File: src/rtl/key_press_classifier_pkg.sv
// Shared types and default timing constants for the key press classifier.
// Holds the per-key state encoding and a counter-width helper.
package key_pkg;

    typedef enum logic [1:0] {
        LOCK    = 2'd0,
        IDLE    = 2'd1,
        PRESSED = 2'd2,
        HELD    = 2'd3
    } key_state_t;

    localparam int CLK_50M_PER_MS = 50_000;
    localparam int LONG_MS_DEF    = 1000;
    localparam int REPEAT_MS_DEF  = 200;

    // Width of a counter spanning 0..n-1, never narrower than 1 bit.
    function automatic int cnt_w(input int n);
        return (n > 1) ? $clog2(n) : 1;
    endfunction

endpackage

File: src/rtl/key_press_classifier_fsm.sv
// Single-key classifier: LOCK/IDLE/PRESSED/HELD FSM producing registered
// one-cycle short/long/repeat pulses plus a held level.
// Ports: clk, rst_n (sync, active-low), i_ms_tick (shared 1 ms strobe),
//   i_pressed (1 = key down), o_short_press, o_long_press,
//   o_repeat_press, o_key_held.
// Macro KEY_REPEAT_EN: enables the auto-repeat counter in HELD.
module key_press_fsm
    import key_pkg::*;
#(
    parameter int LONG_MS   = LONG_MS_DEF,
    parameter int REPEAT_MS = REPEAT_MS_DEF
) (
    input  logic clk,
    input  logic rst_n,
    input  logic i_ms_tick,
    input  logic i_pressed,
    output logic o_short_press,
    output logic o_long_press,
    output logic o_repeat_press,
    output logic o_key_held
);

    localparam int HW = cnt_w(LONG_MS);

    key_state_t     r_state;
    key_state_t     w_state_nxt;
    logic [HW-1:0]  r_hold_cnt;
    logic [HW-1:0]  w_hold_cnt_nxt;
    logic           w_short;
    logic           w_long;
    logic           r_short;
    logic           r_long;
    logic           r_held;

`ifdef KEY_REPEAT_EN
    localparam int RW = cnt_w(REPEAT_MS);

    logic [RW-1:0]  r_rep_cnt;
    logic [RW-1:0]  w_rep_cnt_nxt;
    logic           w_rep;
    logic           r_rep;
`endif

    always_comb begin
        w_state_nxt    = r_state;
        w_hold_cnt_nxt = r_hold_cnt;
        w_short        = 1'b0;
        w_long         = 1'b0;
`ifdef KEY_REPEAT_EN
        w_rep_cnt_nxt  = r_rep_cnt;
        w_rep          = 1'b0;
`endif
        case (r_state)
            LOCK: begin
                if (!i_pressed)
                    w_state_nxt = IDLE;
            end
            IDLE: begin
                if (i_pressed) begin
                    w_state_nxt    = PRESSED;
                    w_hold_cnt_nxt = '0;
                end
            end
            PRESSED: begin
                // Release is checked first so it wins over the threshold.
                if (!i_pressed) begin
                    w_short     = 1'b1;
                    w_state_nxt = IDLE;
                end else if (i_ms_tick) begin
                    if (r_hold_cnt == HW'(LONG_MS - 1)) begin
                        w_long      = 1'b1;
                        w_state_nxt = HELD;
`ifdef KEY_REPEAT_EN
                        w_rep_cnt_nxt = '0;
`endif
                    end else begin
                        w_hold_cnt_nxt = r_hold_cnt + 1'b1;
                    end
                end
            end
            HELD: begin
                if (!i_pressed) begin
                    w_state_nxt = IDLE;
                end
`ifdef KEY_REPEAT_EN
                else if (i_ms_tick) begin
                    if (r_rep_cnt == RW'(REPEAT_MS - 1)) begin
                        w_rep         = 1'b1;
                        w_rep_cnt_nxt = '0;
                    end else begin
                        w_rep_cnt_nxt = r_rep_cnt + 1'b1;
                    end
                end
`endif
            end
            default: w_state_nxt = LOCK;
        endcase
    end

    always_ff @(posedge clk) begin
        if (!rst_n) begin
            r_state    <= LOCK;
            r_hold_cnt <= '0;
            r_short    <= 1'b0;
            r_long     <= 1'b0;
            r_held     <= 1'b0;
        end else begin
            r_state    <= w_state_nxt;
            r_hold_cnt <= w_hold_cnt_nxt;
            r_short    <= w_short;
            r_long     <= w_long;
            r_held     <= (w_state_nxt == HELD);
        end
    end

`ifdef KEY_REPEAT_EN
    always_ff @(posedge clk) begin
        if (!rst_n) begin
            r_rep_cnt <= '0;
            r_rep     <= 1'b0;
        end else begin
            r_rep_cnt <= w_rep_cnt_nxt;
            r_rep     <= w_rep;
        end
    end

    assign o_repeat_press = r_rep;
`else
    assign o_repeat_press = 1'b0;
`endif

    assign o_short_press = r_short;
    assign o_long_press  = r_long;
    assign o_key_held    = r_held;

    a_legal_params: assert property (@(posedge clk)
        (LONG_MS >= 2) && (REPEAT_MS >= 1))
        else $error("key_press_fsm: illegal LONG_MS/REPEAT_MS");

endmodule

File: src/rtl/key_press_classifier.sv
// Classifies debounced active-low keys into short/long/repeat pulses.
// Ports: clk, rst_n (sync, active-low), key_level[KEY_NUM] (0 = pressed),
//   short_press, long_press, repeat_press (1-cycle pulses), key_held (level).
// Macro KEY_REPEAT_EN: enables repeat_press; otherwise it is tied to 0.
module key_press_classifier
    import key_pkg::*;
#(
    parameter int KEY_NUM    = 3,
    parameter int CLK_PER_MS = CLK_50M_PER_MS,
    parameter int LONG_MS    = LONG_MS_DEF,
    parameter int REPEAT_MS  = REPEAT_MS_DEF
) (
    input  logic               clk,
    input  logic               rst_n,
    input  logic [KEY_NUM-1:0] key_level,
    output logic [KEY_NUM-1:0] short_press,
    output logic [KEY_NUM-1:0] long_press,
    output logic [KEY_NUM-1:0] repeat_press,
    output logic [KEY_NUM-1:0] key_held
);

    localparam int MW = cnt_w(CLK_PER_MS);

    logic [MW-1:0] r_ms_cnt;
    logic          w_ms_tick;

    // One prescaler shared by every key keeps all keys on the same ms grid.
    assign w_ms_tick = (r_ms_cnt == MW'(CLK_PER_MS - 1));

    always_ff @(posedge clk) begin
        if (!rst_n)
            r_ms_cnt <= '0;
        else if (w_ms_tick)
            r_ms_cnt <= '0;
        else
            r_ms_cnt <= r_ms_cnt + 1'b1;
    end

    for (genvar g = 0; g < KEY_NUM; g++) begin : g_key
        key_press_fsm #(
            .LONG_MS   (LONG_MS),
            .REPEAT_MS (REPEAT_MS)
        ) u_fsm (
            .clk            (clk),
            .rst_n          (rst_n),
            .i_ms_tick      (w_ms_tick),
            .i_pressed      (~key_level[g]),
            .o_short_press  (short_press[g]),
            .o_long_press   (long_press[g]),
            .o_repeat_press (repeat_press[g]),
            .o_key_held     (key_held[g])
        );
    end

endmodule

File: config.mk
export PLATFORM = sky130hd
export DESIGN_NAME = key_press_classifier
export DESIGN_NICKNAME = d
export VERILOG_FILES = /design/src/rtl/key_press_classifier_pkg.sv /design/src/rtl/key_press_classifier_fsm.sv /design/src/rtl/key_press_classifier.sv
export SDC_FILE = /design/constraint.sdc
export NUM_CORES = 1
export LEC_CHECK = 0
export ABC_AREA = 1
export CORE_MARGIN = 1
export CORE_UTILIZATION = 60
export CTS_CLUSTER_DIAMETER = 100
export DETAILED_ROUTE_END_ITERATION = 12
export MAX_ROUTING_LAYER = met4
export PLACE_DENSITY_LB_ADDON = 0.25
export SLEW_MARGIN = 20
export SYNTH_ARGS = -nofsm -noshare
export SYNTH_HDL_FRONTEND = slang
export SYNTH_SLANG_ARGS = --single-unit
export TNS_END_PERCENT = 100
File: constraint.sdc
create_clock -name clk -period 2.5 [get_ports clk]
set_clock_uncertainty 0.15 [all_clocks]
set_input_delay 0.25 -clock clk [delete_from_list [all_inputs] [get_ports clk]]
set_output_delay 0.25 -clock clk [all_outputs]
set_load 0.02 [all_outputs]
==> results.md <==
- Initial antenna violation count: 0
- Flop pwr share: 49.9%
- Final Max Tran Viols: 0
- Total track usage: 26.04%
- Post-route cell area: 3830 um2
- Max clock buf depth: 2
- WS Path Type: reg2reg
- Share of power burned in the clock network: 39.4%
- Nets: 547
- Critical Path RT: approximately 2.6 ns
- Pwr dens: 528.0 nW/um2
- H-tree Lvls: 3
- TNS Setup: 0 ns
- Postcts setup bufs: 0
- VDD IR max: a little under 0.4 mV
- Syn Area/Cell: 6.763 um2
- Layout cells sized above 1: 10.61%
- Switching part of the total: 27.47%
- Comb power frac: a little over a tenth
- Post-layout util: around two thirds
- Worst hold start: r_ms_cnt[0]
- Max Freq: around 0.5 GHz
- Min-delay worst type: reg2reg
- Final Cycle Share: 80.34%
- Remaining DRCs: 0
- # resized after CTS: 0
- Unique cell type count in the Yosys netlist: 33
- Clk root buf: clkbuf_8
- Final min period: 2.009 ns
- Pleak: 1.452 nW
- Synthesized flop and latch total: 61
- Reg clk slew, reported paths: 0.07 ns
- Die area: about 6300 um2
- Clock sinks: 61
- Setup ws final: roughly 0.49 ns
- Starting Density: 63.68%
- WL/cell: ~12 um
- Post-CTS Hold Fix Bufs: 0
- Post-Syn Instances: 528
- Footprint of the multi-input gates: 1959 um2
- Worst-path maximum fanout: 11
- Dpl ws: 0.5214 ns
- Final setup viols: 0
- Sequential fraction of the synthesis area: 34.20%
- # rows: 27
- Status: finished clean
- Number of vias per cell: 5.355
- RD Place Congestion: 0.8791
- Placed Area: around 3700 um2
- Vias in the first global route: 2989
- Area Growth Syn to Fin: 7.253%
- Post-DP HPWL: 5032 um
- P_int: 1.467 mW
- Worst Path Arrival: 2.08 ns
- Grt ovf: 0
- Die height: 79.15 um
- First-pass GRT wire length: 12630 um
- Hold Path Stages: 1
- Filler cells: 506
- N_diodes: 0
- CP startpoint: r_ms_cnt[0]
- Endpoint class of the critical path: flop
- WL final: around 7200 um
- # port buffers: 13
- Synthesized cell area: 3571 um2
- 1st-iter DRT viols: 183
- FF-to-FF path depth: 10
- Net Sw Power: 0.5556 mW
- RSZ-0062 raised after global routing: no
- TritonCTS clock tree: done
- Top-Level Pins: 17
- Startpoint types: flop
- MaxCap Viol Count: 0
- Worst r2r src: r_ms_cnt[0]
- Clock latency at the later pin of the worst-skew pair: 0.34 ns
- Ys Warns: 0
- TritonRoute pass-1 iters: 5
- Core region area: approximately 5600 um2
- Sequential Area: between 1000 and 1500 um2
- Fin. Hold Viols: 0
- DR vias: between 3000 and 4000
- Largest net degree at the start of global routing: 19
- Final antenna-violating net count: 0
- Number of CTS-inserted buffers: 9
- Width of the die: 79.15 um
==> worst paths after layout <==
kind / slack (ns) / endpoint
min: 0.30 / r_ms_cnt[0]
max: 0.49 / g_key[2].u_fsm.r_hold_cnt[1]
max reg2reg: 0.49 / g_key[2].u_fsm.r_hold_cnt[1]
min reg2reg: 0.30 / r_ms_cnt[0]
==> area by class of cell <==
class / instances / area share [%]
multi-input cells: 385 / 51.16
flip-flops and latches: 61 / 31.89
inverters: 57 / 5.586
repair buffers: 18 / 4.378
clock buffers: 12 / 4.051
well taps: 72 / 2.352
clock inverters: 4 / 0.5880
==> cells in the final DEF (no fill, tap or decap), types with 10 or more instances in the layout <==
cell,netlist,routed
dfxtp_1,61,61
nor3_1,16,16
nor2_1,76,76
clkbuf_8,0,11
inv_1,53,53
nand3_1,55,55
nand2_2,15,15
nand2_1,111,111
clkdlybuf4s50_1,0,13
a21oi_1,36,36
ha_1,10,10
==> metrics by stage <==
stage	total power, mW	std cells	hold slack, ns
after floorplan	1.209	530	0.1766
after global placement	1.237	593	0.2712
after detailed placement	1.244	593	0.2903
after CTS	2.035	609	0.2996
after global routing	2.106	609	0.3312
final	2.022	609	0.2976
==> state kept, by name, summed over array words and instances (netlist names) <==
| signal | count |
|---|---|
| g_key.u_fsm.r_state | 6 |
| g_key.u_fsm.o_short_press | 3 |
| r_ms_cnt | 16 |
| g_key.u_fsm.r_hold_cnt | 30 |
| g_key.u_fsm.o_key_held | 3 |
| g_key.u_fsm.o_long_press | 3 |
==> Yosys cell counts <==
| cell type | n | area, um2 |
|---|---|---|
| ha_1 | 10 | 125.1 |
| nand2_4 | 2 | 22.52 |
| buf_6 | 2 | 22.52 |
| nor4_1 | 2 | 12.51 |
| nor3b_1 | 5 | 37.54 |
| nor2_1 | 76 | 285.3 |
| buf_4 | 13 | 97.59 |
| or3_1 | 1 | 6.260 |
| nand4_1 | 8 | 50.05 |
| buf_2 | 2 | 10.01 |
| o21ai_0 | 7 | 35.03 |
| buf_12 | 1 | 20.02 |
| xnor2_1 | 5 | 43.79 |
| a21oi_2 | 8 | 70.07 |
| inv_2 | 3 | 11.26 |
| nand3_4 | 2 | 35.03 |
| a21oi_1 | 36 | 180.2 |
| xor2_1 | 9 | 78.83 |
| nor2_2 | 4 | 25.02 |
| inv_1 | 53 | 198.9 |
| nor3_1 | 16 | 80.08 |
| clkinv_1 | 1 | 3.750 |
| o21ai_1 | 3 | 15.01 |
| nand3_1 | 55 | 275.3 |
| nand2_2 | 15 | 93.84 |
| dfxtp_1 | 61 | 1221 |
| and3_1 | 2 | 12.51 |
| clkbuf_1 | 9 | 33.78 |
| conb_1 | 1 | 3.750 |
| or2_2 | 2 | 12.51 |
| o21a_1 | 2 | 15.01 |
| nand2_1 | 111 | 416.7 |
| nor2_8 | 1 | 20.02 |
==> kinds of logic (layout without fill, tap and decap cells) <==
group | Yosys count | count (layout) | synth area share (%)
buffers and inverters | 84 | 91 | 11.14
adders and majority gates | 10 | 10 | 3.504
xor gates and xnor gates | 14 | 14 | 3.434
DFF | 61 | 61 | 34.20
and+or+nand+nor | 302 | 302 | 38.79
AOI/OAI and AO/OA | 56 | 56 | 8.829
other | 1 | 3 | 0.1050
==> power by group through the flow <==
stage | combinational [mW] | sequential [mW] | clock, mW
floorplan | 0.182 | 1.03 | 0
global placement | 0.206 | 1.03 | 0
detailed placement | 0.213 | 1.03 | 0
CTS | 0.215 | 1.01 | 0.810
global route | 0.245 | 1.01 | 0.848
finish | 0.217 | 1.01 | 0.796
==> layer usage <==
| metal | GRT usage (%) | wire length (um) |
|---|---|---|
| met3 | 5.862 | 259 |
| met1 | 29.21 | 3237 |
| met2 | 45.69 | 3594 |
| met4 | 8.364 | 77 |
| met5 | - | 0 |
==> critical path: stages (launching register included) <==
cell     delay, ns
dfxtp_1       0.35
ha_1          0.18
nand2_1       0.08
nor2_2        0.14
nand2_2       0.14
nor2_8        0.20
nand2_1       0.09
nand2_2       0.18
nand2_2       0.19
nand3_1       0.11
o21ai_0       0.07
(Power assumes the default switching activity.)
